**src/rtl/ddr4_dq_rx_train_if.sv**
```systemverilog
// Signal bundle between the DQ receive trainer, its input IOD lane and the read datapath.
// The trainer uses the slave modport; the lane/controller side uses master.
interface ddr4_dq_rx_train_if;
    logic       TRAIN_START;
    logic [3:0] RX_DATA_0;
    logic       DELAY_LINE_OUT_OF_RANGE_0;
    logic       DELAY_LINE_LOAD_0;
    logic       DELAY_LINE_MOVE_0;
    logic       DELAY_LINE_DIRECTION_0;
    logic       RX_BIT_SLIP_0;
    logic       RD_EN;
    logic [3:0] RD_DATA;
    logic       RD_VALID;
    logic       TRAIN_BUSY;
    logic       TRAIN_DONE;
    logic       TRAIN_FAIL;
    logic [6:0] EYE_FIRST;
    logic [6:0] EYE_LAST;
    logic [6:0] CENTER_TAP;

    modport slave (
        input  TRAIN_START,
        input  RX_DATA_0,
        input  DELAY_LINE_OUT_OF_RANGE_0,
        input  RD_EN,
        output DELAY_LINE_LOAD_0,
        output DELAY_LINE_MOVE_0,
        output DELAY_LINE_DIRECTION_0,
        output RX_BIT_SLIP_0,
        output RD_DATA,
        output RD_VALID,
        output TRAIN_BUSY,
        output TRAIN_DONE,
        output TRAIN_FAIL,
        output EYE_FIRST,
        output EYE_LAST,
        output CENTER_TAP
    );

    modport master (
        output TRAIN_START,
        output RX_DATA_0,
        output DELAY_LINE_OUT_OF_RANGE_0,
        output RD_EN,
        input  DELAY_LINE_LOAD_0,
        input  DELAY_LINE_MOVE_0,
        input  DELAY_LINE_DIRECTION_0,
        input  RX_BIT_SLIP_0,
        input  RD_DATA,
        input  RD_VALID,
        input  TRAIN_BUSY,
        input  TRAIN_DONE,
        input  TRAIN_FAIL,
        input  EYE_FIRST,
        input  EYE_LAST,
        input  CENTER_TAP
    );
endinterface

```
**src/rtl/ddr4_dq_rx_train.sv**
```systemverilog
// DDR4 DQ receive trainer: sweeps the IOD input delay line against a fixed read pattern,
// bit-slips when no eye is found, centres the tap in the eye, then forwards read data.
module ddr4_dq_rx_train #(
    parameter int unsigned MAX_TAPS      = 128,
    parameter int unsigned SETTLE_CYCLES = 8,
    parameter int unsigned SAMPLE_CYCLES = 16,
    parameter logic [3:0]  PATTERN       = 4'b0101,
    parameter int unsigned MIN_EYE       = 4,
    parameter int unsigned MAX_SLIPS     = 4
) (
    input  logic              FAB_CLK,
    input  logic              ARST,
    ddr4_dq_rx_train_if.slave bus
);

    localparam int unsigned CntMax = (SETTLE_CYCLES > SAMPLE_CYCLES) ? SETTLE_CYCLES
                                                                     : SAMPLE_CYCLES;
    localparam int unsigned CntW   = $clog2(CntMax + 1);
    localparam int unsigned SlipW  = $clog2(MAX_SLIPS + 1);

    localparam logic [CntW-1:0]  CntOne       = CntW'(1);
    localparam logic [CntW-1:0]  SettleLast   = CntW'(SETTLE_CYCLES - 1);
    localparam logic [CntW-1:0]  SettleReload = CntW'(SETTLE_CYCLES);
    localparam logic [CntW-1:0]  SampleLast   = CntW'(SAMPLE_CYCLES - 1);
    localparam logic [6:0]       LastTap      = 7'(MAX_TAPS - 1);
    localparam logic [7:0]       MinEye       = 8'(MIN_EYE);
    localparam logic [SlipW-1:0] SlipMax      = SlipW'(MAX_SLIPS);
    localparam logic [SlipW-1:0] SlipOne      = SlipW'(1);

    localparam logic [3:0] StIdle   = 4'd0;
    localparam logic [3:0] StLoad   = 4'd1;
    localparam logic [3:0] StSettle = 4'd2;
    localparam logic [3:0] StSample = 4'd3;
    localparam logic [3:0] StStep   = 4'd4;
    localparam logic [3:0] StSlip   = 4'd5;
    localparam logic [3:0] StCenter = 4'd6;
    localparam logic [3:0] StDone   = 4'd7;
    localparam logic [3:0] StFail   = 4'd8;

    logic [3:0]       state_q, state_d;
    logic [CntW-1:0]  cnt_q, cnt_d;
    logic [6:0]       tap_q, tap_d;
    logic [SlipW-1:0] slip_cnt_q, slip_cnt_d;
    logic             pass_q, pass_d;
    logic             win_q, win_d;
    logic [6:0]       first_q, first_d;
    logic [6:0]       last_q, last_d;
    logic [6:0]       center_q, center_d;
    logic             busy_q, busy_d;
    logic             done_q, done_d;
    logic             fail_q, fail_d;
    logic             load_q, load_d;
    logic             move_q, move_d;
    logic             dir_q, dir_d;
    logic             slip_q, slip_d;
    logic [3:0]       rd_data_q;
    logic             rd_valid_q;

    // Window bounds as updated by the current tap result, before deciding where to go.
    logic [6:0]       s_first, s_last;
    logic             s_open;
    logic [7:0]       width;
    logic [7:0]       sum;
    logic             to_center;

    always_comb begin
        state_d    = state_q;
        cnt_d      = cnt_q;
        tap_d      = tap_q;
        slip_cnt_d = slip_cnt_q;
        pass_d     = pass_q;
        win_d      = win_q;
        first_d    = first_q;
        last_d     = last_q;
        center_d   = center_q;
        busy_d     = busy_q;
        done_d     = done_q;
        fail_d     = fail_q;
        load_d     = 1'b0;
        move_d     = 1'b0;
        slip_d     = 1'b0;
        dir_d      = dir_q;
        s_first    = first_q;
        s_last     = last_q;
        s_open     = win_q;
        width      = 8'd0;
        sum        = 8'd0;
        to_center  = 1'b0;

        unique case (state_q)
            StIdle, StDone, StFail: begin
                if (bus.TRAIN_START) begin
                    done_d     = 1'b0;
                    fail_d     = 1'b0;
                    first_d    = 7'd0;
                    last_d     = 7'd0;
                    center_d   = 7'd0;
                    slip_cnt_d = '0;
                    busy_d     = 1'b1;
                    state_d    = StLoad;
                end
            end

            StLoad: begin
                load_d  = 1'b1;
                tap_d   = 7'd0;
                win_d   = 1'b0;
                first_d = 7'd0;
                last_d  = 7'd0;
                cnt_d   = '0;
                state_d = StSettle;
            end

            StSettle: begin
                if (cnt_q == SettleLast) begin
                    cnt_d   = '0;
                    pass_d  = 1'b1;
                    state_d = StSample;
                end else begin
                    cnt_d = cnt_q + CntOne;
                end
            end

            StSample: begin
                pass_d = pass_q & (bus.RX_DATA_0 == PATTERN);
                if (cnt_q == SampleLast) begin
                    cnt_d   = '0;
                    state_d = StStep;
                end else begin
                    cnt_d = cnt_q + CntOne;
                end
            end

            StStep: begin
                if (pass_q) begin
                    if (!win_q) begin
                        s_first = tap_q;
                        s_last  = tap_q;
                        s_open  = 1'b1;
                    end else begin
                        s_last = tap_q;
                    end
                end
                width = {1'b0, s_last} - {1'b0, s_first} + 8'd1;
                sum   = {1'b0, s_first} + {1'b0, s_last};
                // A failing tap after an open window closes it; narrow windows are dropped.
                if (!pass_q && win_q) begin
                    if (width >= MinEye) begin
                        to_center = 1'b1;
                    end else begin
                        s_open = 1'b0;
                    end
                end
                first_d = s_first;
                last_d  = s_last;
                win_d   = s_open;

                if (!to_center && (tap_q < LastTap) && !bus.DELAY_LINE_OUT_OF_RANGE_0) begin
                    move_d  = 1'b1;
                    dir_d   = 1'b1;
                    tap_d   = tap_q + 7'd1;
                    cnt_d   = '0;
                    state_d = StSettle;
                end else if (to_center || (s_open && (width >= MinEye))) begin
                    center_d = 7'(sum >> 1);
                    cnt_d    = '0;
                    state_d  = StCenter;
                end else begin
                    state_d = StSlip;
                end
            end

            StSlip: begin
                if (slip_cnt_q < SlipMax) begin
                    slip_d     = 1'b1;
                    slip_cnt_d = slip_cnt_q + SlipOne;
                    state_d    = StLoad;
                end else begin
                    fail_d  = 1'b1;
                    busy_d  = 1'b0;
                    first_d = 7'd0;
                    last_d  = 7'd0;
                    state_d = StFail;
                end
            end

            StCenter: begin
                // Walk back one tap per settle period until the centre is reached.
                if (tap_q == center_q) begin
                    done_d  = 1'b1;
                    busy_d  = 1'b0;
                    state_d = StDone;
                end else if (cnt_q == '0) begin
                    move_d = 1'b1;
                    dir_d  = 1'b0;
                    tap_d  = tap_q - 7'd1;
                    cnt_d  = SettleReload;
                end else begin
                    cnt_d = cnt_q - CntOne;
                end
            end

            default: begin
                state_d = StIdle;
            end
        endcase
    end

    always_ff @(posedge FAB_CLK or posedge ARST) begin
        if (ARST) begin
            state_q    <= StIdle;
            cnt_q      <= '0;
            tap_q      <= 7'd0;
            slip_cnt_q <= '0;
            pass_q     <= 1'b0;
            win_q      <= 1'b0;
            first_q    <= 7'd0;
            last_q     <= 7'd0;
            center_q   <= 7'd0;
            busy_q     <= 1'b0;
            done_q     <= 1'b0;
            fail_q     <= 1'b0;
            load_q     <= 1'b0;
            move_q     <= 1'b0;
            dir_q      <= 1'b0;
            slip_q     <= 1'b0;
            rd_data_q  <= 4'd0;
            rd_valid_q <= 1'b0;
        end else begin
            state_q    <= state_d;
            cnt_q      <= cnt_d;
            tap_q      <= tap_d;
            slip_cnt_q <= slip_cnt_d;
            pass_q     <= pass_d;
            win_q      <= win_d;
            first_q    <= first_d;
            last_q     <= last_d;
            center_q   <= center_d;
            busy_q     <= busy_d;
            done_q     <= done_d;
            fail_q     <= fail_d;
            load_q     <= load_d;
            move_q     <= move_d;
            dir_q      <= dir_d;
            slip_q     <= slip_d;
            rd_data_q  <= bus.RX_DATA_0;
            // Gate with the next busy value so no valid beat leaks on the start cycle.
            rd_valid_q <= bus.RD_EN & ~busy_d;
        end
    end

    assign bus.DELAY_LINE_LOAD_0      = load_q;
    assign bus.DELAY_LINE_MOVE_0      = move_q;
    assign bus.DELAY_LINE_DIRECTION_0 = dir_q;
    assign bus.RX_BIT_SLIP_0          = slip_q;
    assign bus.RD_DATA                = rd_data_q;
    assign bus.RD_VALID               = rd_valid_q;
    assign bus.TRAIN_BUSY             = busy_q;
    assign bus.TRAIN_DONE             = done_q;
    assign bus.TRAIN_FAIL             = fail_q;
    assign bus.EYE_FIRST              = first_q;
    assign bus.EYE_LAST               = last_q;
    assign bus.CENTER_TAP             = center_q;

    a_pulse_onehot: assert property (@(posedge FAB_CLK) disable iff (ARST)
        $onehot0({load_q, move_q, slip_q}));

    a_no_valid_when_busy: assert property (@(posedge FAB_CLK) disable iff (ARST)
        rd_valid_q |-> !busy_q);

endmodule

```
**src/flat_wrapper.sv**
```systemverilog
// flat-port wrapper written by rule: the top's interface ports become plain ports
module ddr4_dq_rx_train_flat 
#(
    parameter int unsigned MAX_TAPS      = 128,
    parameter int unsigned SETTLE_CYCLES = 8,
    parameter int unsigned SAMPLE_CYCLES = 16,
    parameter logic [3:0]  PATTERN       = 4'b0101,
    parameter int unsigned MIN_EYE       = 4,
    parameter int unsigned MAX_SLIPS     = 4
)
  (FAB_CLK, ARST, bus_TRAIN_START, bus_RX_DATA_0, bus_DELAY_LINE_OUT_OF_RANGE_0, bus_RD_EN, bus_DELAY_LINE_LOAD_0, bus_DELAY_LINE_MOVE_0, bus_DELAY_LINE_DIRECTION_0, bus_RX_BIT_SLIP_0, bus_RD_DATA, bus_RD_VALID, bus_TRAIN_BUSY, bus_TRAIN_DONE, bus_TRAIN_FAIL, bus_EYE_FIRST, bus_EYE_LAST, bus_CENTER_TAP);
  ddr4_dq_rx_train_if bus_i ();
  input  logic FAB_CLK;
  input  logic ARST;
  input wire logic [$bits(bus_i.TRAIN_START)-1:0] bus_TRAIN_START;
  input wire logic [$bits(bus_i.RX_DATA_0)-1:0] bus_RX_DATA_0;
  input wire logic [$bits(bus_i.DELAY_LINE_OUT_OF_RANGE_0)-1:0] bus_DELAY_LINE_OUT_OF_RANGE_0;
  input wire logic [$bits(bus_i.RD_EN)-1:0] bus_RD_EN;
  output wire logic [$bits(bus_i.DELAY_LINE_LOAD_0)-1:0] bus_DELAY_LINE_LOAD_0;
  output wire logic [$bits(bus_i.DELAY_LINE_MOVE_0)-1:0] bus_DELAY_LINE_MOVE_0;
  output wire logic [$bits(bus_i.DELAY_LINE_DIRECTION_0)-1:0] bus_DELAY_LINE_DIRECTION_0;
  output wire logic [$bits(bus_i.RX_BIT_SLIP_0)-1:0] bus_RX_BIT_SLIP_0;
  output wire logic [$bits(bus_i.RD_DATA)-1:0] bus_RD_DATA;
  output wire logic [$bits(bus_i.RD_VALID)-1:0] bus_RD_VALID;
  output wire logic [$bits(bus_i.TRAIN_BUSY)-1:0] bus_TRAIN_BUSY;
  output wire logic [$bits(bus_i.TRAIN_DONE)-1:0] bus_TRAIN_DONE;
  output wire logic [$bits(bus_i.TRAIN_FAIL)-1:0] bus_TRAIN_FAIL;
  output wire logic [$bits(bus_i.EYE_FIRST)-1:0] bus_EYE_FIRST;
  output wire logic [$bits(bus_i.EYE_LAST)-1:0] bus_EYE_LAST;
  output wire logic [$bits(bus_i.CENTER_TAP)-1:0] bus_CENTER_TAP;
  assign bus_i.TRAIN_START = bus_TRAIN_START;
  assign bus_i.RX_DATA_0 = bus_RX_DATA_0;
  assign bus_i.DELAY_LINE_OUT_OF_RANGE_0 = bus_DELAY_LINE_OUT_OF_RANGE_0;
  assign bus_i.RD_EN = bus_RD_EN;
  assign bus_DELAY_LINE_LOAD_0 = bus_i.DELAY_LINE_LOAD_0;
  assign bus_DELAY_LINE_MOVE_0 = bus_i.DELAY_LINE_MOVE_0;
  assign bus_DELAY_LINE_DIRECTION_0 = bus_i.DELAY_LINE_DIRECTION_0;
  assign bus_RX_BIT_SLIP_0 = bus_i.RX_BIT_SLIP_0;
  assign bus_RD_DATA = bus_i.RD_DATA;
  assign bus_RD_VALID = bus_i.RD_VALID;
  assign bus_TRAIN_BUSY = bus_i.TRAIN_BUSY;
  assign bus_TRAIN_DONE = bus_i.TRAIN_DONE;
  assign bus_TRAIN_FAIL = bus_i.TRAIN_FAIL;
  assign bus_EYE_FIRST = bus_i.EYE_FIRST;
  assign bus_EYE_LAST = bus_i.EYE_LAST;
  assign bus_CENTER_TAP = bus_i.CENTER_TAP;
  ddr4_dq_rx_train #(.MAX_TAPS(MAX_TAPS), .SETTLE_CYCLES(SETTLE_CYCLES), .SAMPLE_CYCLES(SAMPLE_CYCLES), .PATTERN(PATTERN), .MIN_EYE(MIN_EYE), .MAX_SLIPS(MAX_SLIPS)) u_core (.FAB_CLK(FAB_CLK), .ARST(ARST), .bus(bus_i));
endmodule
```
**config.mk**
```make
export PLATFORM = sky130hd
export DESIGN_NAME = ddr4_dq_rx_train_flat
export DESIGN_NICKNAME = d
export VERILOG_FILES = /design/src/rtl/ddr4_dq_rx_train_if.sv /design/src/rtl/ddr4_dq_rx_train.sv /design/src/flat_wrapper.sv
export SDC_FILE = /design/constraint.sdc
export NUM_CORES = 1
export LEC_CHECK = 0
export CAP_MARGIN = 20
export CORE_ASPECT_RATIO = 0.6
export CORE_MARGIN = 2
export CORE_UTILIZATION = 57
export CTS_CLUSTER_SIZE = 16
export DETAILED_ROUTE_END_ITERATION = 10
export GPL_ROUTABILITY_DRIVEN = 0
export PLACE_DENSITY = 0.84
export SYNTH_ARGS = -nofsm -noshare
export SYNTH_HDL_FRONTEND = slang
export SYNTH_SLANG_ARGS = --single-unit
```
**constraint.sdc**
```tcl
create_clock -name FAB_CLK -period 4.77 [get_ports FAB_CLK]
set_input_delay 0.7155 -clock FAB_CLK [delete_from_list [all_inputs] [get_ports FAB_CLK]]
set_output_delay 0.7155 -clock FAB_CLK [all_outputs]
set_load 0.005 [all_outputs]
```
==> impl_metrics.tcl <==
set metrics [dict create \
    dr_total_vias 3090 \
    p_leak_nw 2.054 \
    die_h_um 66.25 \
    synth_top_area_share_pct 36.71 \
    numCtsBuffers 5 \
    track_usage_pct 28.21 \
    reg2reg_depth 13 \
    r2r-start "u_core.win_q" \
    fin_ws_ns 0.2542 \
    cp.required_ns 4.98 \
    timing.fmax_ghz 0.2214 \
    fin_tns_setup_ns 0 \
    num_rows 22 \
    synth.largest_area_cell "dfrtp_1" \
    finalCriticalPeriod_ns 4.516 \
    relSlewSlack_pct 45.72 \
    r2r_slack_ns 0.25 \
    async_flop_share_pct 100.0 \
    synth_warnings 0 \
    p_per_area_nw_per_um2 631.4 \
    crit_path_start_kind "flop" \
    worstHoldEndpoint "u_core.bus.TRAIN_DONE" \
    dieArea_um2 7138 \
    finalSetupViolations 0 \
    min_path_type "reg -> reg" \
    dp_worst_setup_slack_ns 0.3871 \
    drive_gt1_share_pct 9.856 \
    ys.flop_type "dfrtp_1" \
    hold_depth 1 \
    cts.clk_slew.worst_paths_ns 0.10 \
    via_per_inst 6.180 \
    clockRootBuffer "clkbuf_8" \
    htree_levels 2 \
    fp.coreArea_um2 6166 \
    initial_core_util_pct 59.70 \
    seqPwrFrac_pct 27.3 \
    utilization_pct 69.58 \
    r2r_end "u_core.bus.CENTER_TAP[3]" \
    grt_overflow 0 \
    power_frac_comb_pct 61.0 \
    synth.cell_area_um2 3681 \
    crit_arrival_ns 4.73 \
    critPathLaunch "u_core.win_q" \
    syn-num-nets 416 \
    ctsResizeCount 0 \
    io_pins 42 \
    drt-pass1-iter-count 5 \
    clk_path_buf_depth 2 \
    pwr-share-clk_pct 11.7 \
    cp-end-kind "flop" \
    hp-start "u_core.bus.TRAIN_DONE" \
    syn_area_per_cell_um2 9.842 \
    cp_max_fo 8 \
    postSynthCellCount 374 \
    status "completed" \
    drv_slew 0 \
    antenna_found_initial 0 \
    routedWlPerCell_um 18.70 \
    synth-edff-count 0 \
    vdd_drop_max_mv 0.2881 \
    rsz0062_at_grt "false" \
    post-route-drc-count 0 \
    dp_hpwl_um 7036 \
    antennaDiodeCount 0 \
    post_synth_num_cell_types 61 \
    nNetsFinal 457 \
    die_w_um 107.7 \
    fillers 467 \
    post_cts_buffers 0 \
    grt_pass1_vias 3029 \
    tightest_slew_ns 0.8057 \
    cts_sinks 54 \
    drv_cap 0 \
    finClkSkew_ns 0.01011 \
    cts_hold_buf 0 \
    area_growth_pct 16.55 \
    period_share_pct 94.67 \
    grt_max_degree 55 \
    switchingPower_w 0.001274 \
    io_buffers 41 \
    grt_pass1_wl_um 15290 \
    intPower_w 0.001435 \
    cts_tree "built" \
    clk-insertion-delay-late_ns 0.32 \
    ys_seq_area_share_pct 36.71 \
    finalHoldViolCount 0 \
    routed_wl_um 9350 \
    swShare_pct 47.04 \
    power.total_w 0.002709 \
    synth_seq_cells 54 \
    critical_path_class "reg -> reg" \
    drtIter0Drc 301 \
    ant_nets 0 \
    whs_ns 0.4996 \
    synth_area_leaders "dfrtp_1 37%, ha_1 10%, a22o_1 4.0%" \
]
==> stage by stage <==
stage | area [µm²] | std cells
global placement | 4180 | 492
detailed placement | 4180 | 492
finish | 4290 | 500
CTS | 4290 | 500
floorplan | 3681 | 374
global route | 4290 | 500
==> critical path, stage by stage, from the launching register on <==
cell      delay (ns)
dfrtp_1         0.46
nor2_1          0.22
mux2_2          0.42
ha_1            0.31
inv_1           0.05
ha_1            0.23
fa_1            0.45
a211oi_2        0.30
nor2_1          0.12
a311oi_1        0.48
nor3_4          0.12
a211oi_4        0.48
o21a_1          0.43
mux2_4          0.34
==> worst max-delay path by stage <==
stage / endpoint / slack, ns / cells past startpoint
after CTS: u_core.bus.CENTER_TAP[4] / 0.35 / 13
after global routing: u_core.bus.CENTER_TAP[5] / 0.11 / 13
after global placement: u_core.bus.CENTER_TAP[5] / 0.67 / 13
final: u_core.bus.CENTER_TAP[3] / 0.25 / 13
after floorplan: u_core.bus.CENTER_TAP[1] / 0.59 / 14
after detailed placement: u_core.bus.CENTER_TAP[4] / 0.39 / 13
==> sequential cells by signal, indices dropped and copies added, names as in the netlist <==
signal	flops
u_core.bus.CENTER_TAP	7
u_core.bus.DELAY_LINE_DIRECTION_0	1
u_core.bus.DELAY_LINE_LOAD_0	1
u_core.bus.DELAY_LINE_MOVE_0	1
u_core.bus.EYE_FIRST	7
u_core.bus.EYE_LAST	7
u_core.bus.RD_DATA	4
u_core.bus.RD_VALID	1
u_core.bus.RX_BIT_SLIP_0	1
u_core.bus.TRAIN_BUSY	1
u_core.bus.TRAIN_DONE	1
u_core.bus.TRAIN_FAIL	1
u_core.cnt_q	5
u_core.pass_q	1
u_core.slip_cnt_q	3
u_core.state_q	4
u_core.tap_q	7
u_core.win_q	1
==> cells in the mapped netlist, drive strengths merged (2+ instances only) <==
library cell  number
nor2b              3
mux2              18
a22o              17
xor2               7
a21oi             26
a22oi              3
o21ba              2
nor3b              5
nor2              34
clkbuf             9
ha                30
nor3               4
o21bai             4
a311oi             2
o31ai              5
fa                 3
nand2             16
o31a               2
and2               3
o221ai             2
a21o               4
xnor2              6
mux2i             12
a211oi             3
inv               32
nand2b             7
dfrtp             54
or3                5
nand3              7
o21a               4
a41oi              2
a21boi             2
buf                3
o21ai             18
==> logic make-up after synthesis <==
kind of cell | share of synthesized area, %
compound gates | 20.87
simple gates | 13.49
xor+xnor | 3.093
fa+ha+maj | 11.83
buf+inv | 4.724
mux | 9.279
flops | 36.71
==> metal layers <==
metal	vias up	share of wire (%)	GRT usage, %
met3	24	9.5	5.222
met2	160	42	41.04
li1	1433	-	-
met4	0	1.3	9.776
met1	1473	47	41.96
met5	-	0	0
==> layout by cell type (no fill, tap or decap), types with 4 or more instances in the layout <==
cell             instances
mux2i_1                 12
nand3_1                  7
ha_1                    30
mux2_2                  13
xnor2_1                  6
or3_1                    5
mux2_4                   5
o21a_1                   4
o21bai_1                 4
buf_4                    5
a21o_1                   4
o31ai_1                  5
clkdlybuf4s50_1         41
a21oi_1                 26
nor3b_1                  5
dfrtp_1                 54
nand2b_1                 7
nor2_1                  34
o21ai_0                 18
clkbuf_8                 5
nand2_1                 16
a22o_1                  17
inv_1                   31
xor2_1                   7
==> layout make-up <==
type	count	area [µm²]	area share (%)
Tap cell	84	105.1	2.450
Clock inverter	2	37.54	0.8749
Multi-Input combinational cell	276	2156	50.25
Sequential cell	54	1351	31.50
Timing Repair Buffer	46	447.9	10.44
Inverter	32	120.1	2.800
Clock buffer	6	72.57	1.691
==> power groups by stage <==
stage | registers (W) | logic, W | clock network (W)
finish | 0.000740 | 0.00165 | 0.000318
global route | 0.000758 | 0.00181 | 0.000341
global placement | 0.000732 | 0.00155 | 0
CTS | 0.000732 | 0.00162 | 0.000323
floorplan | 0.000663 | 0.00124 | 0
detailed placement | 0.000740 | 0.00161 | 0
Note: power is estimated with default switching activity, not from simulation.
